[config.mk]
export PLATFORM = sky130hd
export DESIGN_NAME = rattlesnake_fetch_aligner
export DESIGN_NICKNAME = d
export VERILOG_FILES = /design/src/rtl/rattlesnake_fetch_aligner.sv
export SDC_FILE = /design/constraint.sdc
export NUM_CORES = 1
export LEC_CHECK = 0
export CAP_MARGIN = 20
export CORE_MARGIN = 3
export CORE_UTILIZATION = 50
export CTS_CLUSTER_SIZE = 12
export DETAILED_ROUTE_END_ITERATION = 8
export GPL_TIMING_DRIVEN = 0
export PLACE_DENSITY = 0.84
export SLEW_MARGIN = 15
export SYNTH_ARGS = -nofsm -noshare
export SYNTH_HDL_FRONTEND = slang
export SYNTH_SLANG_ARGS = --single-unit
[constraint.sdc]
create_clock -name clk -period 3.1 [get_ports clk]
set_clock_uncertainty 0.05 [all_clocks]
set_input_delay 0.465 -clock clk [delete_from_list [all_inputs] [get_ports clk]]
set_output_delay 0.465 -clock clk [all_outputs]
set_load 0.02 [all_outputs]
[src/rtl/rattlesnake_fetch_aligner.sv]
// Fetch aligner: reads 32-bit words and slices them into 16/32-bit instructions,
// carrying the upper halfword of a word across fetches for compressed/straddling code.
module rattlesnake_fetch_aligner #(
    parameter int PC_BITS = 32
) (
    input  logic               clk,
    input  logic               reset_n,
    input  logic               sync_reset,
    input  logic               start,
    input  logic [PC_BITS-1:0] start_addr,
    input  logic               stall,
    output logic               mem_read_req,
    output logic [PC_BITS-3:0] mem_word_addr,
    input  logic               mem_read_done,
    input  logic [31:0]        mem_data_in,
    output logic               enable_out,
    output logic [31:0]        instruction_out,
    output logic [PC_BITS-1:0] pc_out,
    output logic               busy
);

    typedef enum logic [1:0] {IDLE, REQ, WAIT, FLUSH} state_t;

    state_t             state_q, state_d;
    logic [PC_BITS-1:0] pc_q, pc_d;
    logic [15:0]        hw_buf_q, hw_buf_d;
    logic               hw_valid_q, hw_valid_d;
    logic               req_d, emit_d;
    logic [PC_BITS-3:0] waddr_d;
    logic [31:0]        instr_d;
    logic [PC_BITS-1:0] epc_d;
    logic [PC_BITS-1:0] pc_plus2, pc_plus4;

    assign pc_plus2 = pc_q + PC_BITS'(2);
    assign pc_plus4 = pc_q + PC_BITS'(4);
    assign busy     = (state_q != IDLE);

    always_comb begin
        state_d    = state_q;
        pc_d       = pc_q;
        hw_buf_d   = hw_buf_q;
        hw_valid_d = hw_valid_q;
        req_d      = 1'b0;
        waddr_d    = mem_word_addr;
        emit_d     = 1'b0;
        instr_d    = instruction_out;
        epc_d      = pc_out;
        if (start) begin
            pc_d       = start_addr & ~PC_BITS'(1);
            hw_valid_d = 1'b0;
            // A read still in flight must be swallowed before the new stream begins
            state_d    = ((state_q == WAIT || state_q == FLUSH) && !mem_read_done) ? FLUSH : REQ;
        end else begin
            case (state_q)
                REQ: if (!stall) begin
                    if (hw_valid_q && hw_buf_q[1:0] != 2'b11) begin
                        emit_d     = 1'b1;
                        instr_d    = {16'h0, hw_buf_q};
                        epc_d      = pc_q;
                        pc_d       = pc_plus2;
                        hw_valid_d = 1'b0;
                    end else begin
                        req_d   = 1'b1;
                        waddr_d = hw_valid_q ? pc_plus2[PC_BITS-1:2] : pc_q[PC_BITS-1:2];
                        state_d = WAIT;
                    end
                end
                WAIT: if (mem_read_done) begin
                    state_d    = REQ;
                    hw_buf_d   = mem_data_in[31:16];
                    hw_valid_d = 1'b1;
                    if (hw_valid_q) begin
                        emit_d  = 1'b1;
                        instr_d = {mem_data_in[15:0], hw_buf_q};
                        epc_d   = pc_q;
                        pc_d    = pc_plus4;
                    end else if (!pc_q[1]) begin
                        emit_d = 1'b1;
                        epc_d  = pc_q;
                        if (mem_data_in[1:0] == 2'b11) begin
                            instr_d    = mem_data_in;
                            pc_d       = pc_plus4;
                            hw_valid_d = 1'b0;
                        end else begin
                            instr_d = {16'h0, mem_data_in[15:0]};
                            pc_d    = pc_plus2;
                        end
                    end
                end
                FLUSH: if (mem_read_done) state_d = REQ;
                default: ;
            endcase
        end
    end

    always_ff @(posedge clk or negedge reset_n) begin
        if (!reset_n) begin
            state_q         <= IDLE;
            pc_q            <= '0;
            hw_buf_q        <= '0;
            hw_valid_q      <= 1'b0;
            mem_read_req    <= 1'b0;
            mem_word_addr   <= '0;
            enable_out      <= 1'b0;
            instruction_out <= '0;
            pc_out          <= '0;
        end else if (sync_reset) begin
            state_q         <= IDLE;
            pc_q            <= '0;
            hw_buf_q        <= '0;
            hw_valid_q      <= 1'b0;
            mem_read_req    <= 1'b0;
            mem_word_addr   <= '0;
            enable_out      <= 1'b0;
            instruction_out <= '0;
            pc_out          <= '0;
        end else begin
            state_q         <= state_d;
            pc_q            <= pc_d;
            hw_buf_q        <= hw_buf_d;
            hw_valid_q      <= hw_valid_d;
            mem_read_req    <= req_d;
            mem_word_addr   <= waddr_d;
            enable_out      <= emit_d;
            instruction_out <= instr_d;
            pc_out          <= epc_d;
        end
    end

endmodule

==> results.yml <==
global_route:
  grt_max_degree: 79
  track_usage_pct: 34.9
  grt_pass1_vias: 8824
  grt_antenna_before_repair: 0
  grt_pass1_wl_um: 49100
  grt.overflow.total: 0
final_layout:
  area.growth.synth_to_final_pct: 31.0
  n_antenna_cell: 0
  final_cell_count_no_fill: 1428
  final_net_count: 1275
  post_route_cells_drive_above_1_share_pct: 6.02
  fillers: 1326
floorplan:
  floorplan.initialDensity_pct: 51.9
  fp.dieH_um: 136
  placement_rows: 46
  pin_count: 167
  coreArea_um2: 16200
  chipWidth_um: 136
  dieArea_um2: 18400
timing:
  grt_setup_unrepaired: "no"
  worst_slew_margin_rel_pct: 39.9
  hold-worst-slack_ns: 0.339
  timing.final.crit_share_pct: 98.4
  final_worst_path_period_need_ns: 3.05
  tns_ns: 0
  timing_max_transition_violations_final: 0
  tightest_slew_ns: 0.902
  timing.final.hold_violations: 0
  number_of_failing_setup_endpoints_in_the_final_timing_report: 0
  max_freq_ghz: 0.328
detailed_routing:
  routed_via_density: 6.25
  via_total_after_detailed_routing: 8931
  drt_drc_violations_left: 0
  detail_route.wirelength_um: 31600
  drt-pass1-iter-count: 5
  drt.antenna.violating_nets: 0
  detail_route.wl_per_cell_um: 22.1
  dr.first_iter.drc_count: 1067
logic_synthesis:
  postSynthRegisterBits: 146
  mappedNetlistArea_um2: 8400
  mappedNetlistNets: 1092
  synth_cell_types: 69
  top_cells_by_count_synth: "sky130_fd_sc_hd__nand2_1, sky130_fd_sc_hd__dfrtp_1, sky130_fd_sc_hd__o21ai_0, sky130_fd_sc_hd__nor2_1, sky130_fd_sc_hd__clkbuf_1"
  synth_enable_flop_cells: 0
  synthFlopType: "sky130_fd_sc_hd__dfrtp_1"
  syn_area_per_cell_um2: 8.27
  yosysMostFrequentCell: "sky130_fd_sc_hd__nand2_1"
  yosysSeqAreaShare_pct: 43.5
  post-synth-top-area-cell: "sky130_fd_sc_hd__dfrtp_1"
  ys_warn_count: 0
  synth.top_cells.by_area: "sky130_fd_sc_hd__dfrtp_1, sky130_fd_sc_hd__nand2_1, sky130_fd_sc_hd__o21ai_0"
  synth_largest_type_area_fraction_pct: 43.5
  async_flop_share_pct: 100
  netlist_instances: 1016
clock_network:
  htree_num_levels: 4
  maximum_number_of_buffers_from_clock_root_to_sink: 2
  cts.reportedPaths.clkPinSlew_ns: 0.07
  tritoncts_clock_tree: "yes"
  cts-buffers-inserted: 17
  root_buffer: "sky130_fd_sc_hd__clkbuf_16"
  clk_latency_ns: 0.44
  clkSinkCount: 146
min_path:
  timing.hold.worst.class: "in2reg"
place:
  gp_routability_congestion: 1.05
  buffer_ports.inserted: 161
  dpl.hpwl_um: 23100
  place.detailed.instances: 1394
outcome:
  outcome: "finished clean"
worst_setup_path:
  worstPathArrival_ns: 3.31
  worst_ep_required_time_ns: 3.36
  timing_worst_setup_path_type: "reg2reg"
  critical_path.max_fanout: 8
  critPathLaunchType: "flop"
  critical_path.endpoint_type: "flop"
  minimum_setup_slack_among_reg_to_reg_paths_ns: 0.05
power_and_ir_drop:
  power-per-cell-area_nw_per_um2: 495
  ir_worst_vdd_mv: 0.406
  leakage_nw: 4.22
job:
  maxCapViolCount: 0
## placed cells by master, fill, tap and decap left out, types with 4 or more instances in the layout
cell                                n
sky130_fd_sc_hd__a211oi_1           5
sky130_fd_sc_hd__a21oi_1           55
sky130_fd_sc_hd__a221oi_1           6
sky130_fd_sc_hd__a22o_1             4
sky130_fd_sc_hd__a22oi_1           12
sky130_fd_sc_hd__a311oi_1          16
sky130_fd_sc_hd__a31oi_1            7
sky130_fd_sc_hd__a32oi_1           17
sky130_fd_sc_hd__and2_1             6
sky130_fd_sc_hd__and3_1            15
sky130_fd_sc_hd__and4_1             4
sky130_fd_sc_hd__buf_1              8
sky130_fd_sc_hd__buf_2             13
sky130_fd_sc_hd__clkbuf_1          68
sky130_fd_sc_hd__clkbuf_16         17
sky130_fd_sc_hd__clkdlybuf4s50_1  160
sky130_fd_sc_hd__dfrtp_1          146
sky130_fd_sc_hd__ha_1               6
sky130_fd_sc_hd__inv_1             16
sky130_fd_sc_hd__inv_8              5
sky130_fd_sc_hd__mux2i_1            5
sky130_fd_sc_hd__nand2_1          208
sky130_fd_sc_hd__nand2b_1           6
sky130_fd_sc_hd__nand3_1           31
sky130_fd_sc_hd__nand4_1           19
sky130_fd_sc_hd__nor2_1            67
sky130_fd_sc_hd__nor2b_1            4
sky130_fd_sc_hd__nor3_1            20
sky130_fd_sc_hd__nor4_1            11
sky130_fd_sc_hd__o211ai_1           4
sky130_fd_sc_hd__o21a_1             6
sky130_fd_sc_hd__o21ai_0          101
sky130_fd_sc_hd__o221ai_1           6
sky130_fd_sc_hd__o22ai_1            7
sky130_fd_sc_hd__o31ai_1            6
sky130_fd_sc_hd__or3_1              5
sky130_fd_sc_hd__xnor2_1           33
sky130_fd_sc_hd__xor2_1            23
## routing by layer
layer	vias up	track usage, %	routed length [um]
met4	0	17.3	1450
li1	3978	-	-
met5	-	0	0
met1	4268	45.7	12600
met2	563	55.1	14600
met3	122	7.24	2940
## final cells by class
class,count,area [um^2],share of cell area [%]
Buffer,93,383,3.48
Clock buffer,17,425,3.87
Clock inverter,15,191,1.74
Inverter,16,60.1,0.546
Multi-Input combinational cell,761,4360,39.6
Sequential cell,146,3650,33.2
Tap cell,216,270,2.46
Timing Repair Buffer,164,1660,15.1
## per-stage QoR
stage | total power, mW | setup WS, ns | utilization [%] | area [um^2]
CTS | 5.41 | 0.0352 | 67.8 | 11000
detailed placement | 3.23 | -0.260 | 63.8 | 10300
floorplan | 2.74 | 0.743 | - | 8400
finish | 5.45 | 0.0502 | 68.0 | 11000
global placement | 3.22 | -4.41 | 63.6 | 10300
global route | 5.62 | 0.0138 | 68.0 | 11000
## timing repair
item                                    in CTS  in global routing
endpoints found under the setup margin       7                 25
hold buffers                                 1                  0
pin swaps                                    0                  1
gates resized for setup                      5                 11
endpoints found under the hold margin       68                  0
setup buffers                                0                  1
## flip-flops by register name, indices dropped and copies added (netlist names)
name	cells
hw_buf_q	16
mem_read_req	1
instruction_out	32
state_q	2
hw_valid_q	1
enable_out	1
pc_out	32
pc_q	31
mem_word_addr	30
## worst max-delay path, stage by stage (launching register included)
cell and delay [ns]:
sky130_fd_sc_hd__dfrtp_1 0.38, sky130_fd_sc_hd__ha_1 0.26, sky130_fd_sc_hd__nand3_1 0.28, sky130_fd_sc_hd__or4_1 0.57, sky130_fd_sc_hd__buf_1 0.26, sky130_fd_sc_hd__nor4_1 0.63, sky130_fd_sc_hd__nand3_1 0.18, sky130_fd_sc_hd__xor2_1 0.21
sky130_fd_sc_hd__o21ai_0 0.09
## kinds of logic (layout without fill, tap and decap cells)
kind of cell / count (synthesis) / after routing / synth area share [%]
buffers and inverters: 109 / 305 / 5.24
AND/OR/NAND/NOR: 417 / 417 / 22.7
AO/OA/AOI/OAI: 276 / 276 / 21.1
flip-flops: 146 / 146 / 43.5
adder cells (fa/ha/maj): 6 / 6 / 0.894
multiplexers: 6 / 6 / 0.730
XOR/XNOR: 56 / 56 / 5.84
## final timing paths
path	startpoint	cells after the start	end
setup reg to reg	pc_q[2]	8	mem_word_addr[20]
setup / recovery	pc_q[2]	8	mem_word_addr[20]
hold / removal	mem_data_in[1]	3	instruction_out[1]
min in group asynchronous	reset_n	2	mem_word_addr[13]
hold reg to reg	mem_word_addr[17]	2	mem_word_addr[17]
max in group asynchronous	reset_n	3	pc_q[13]
## where the power goes
group	switching, mW	internal (mW)	total, mW
logic	0.754	0.398	1.15
clock network	0.965	1.23	2.19
registers	0.0886	2.01	2.10
total	1.81	3.64	5.45
Power figures use the tool's default switching activity.
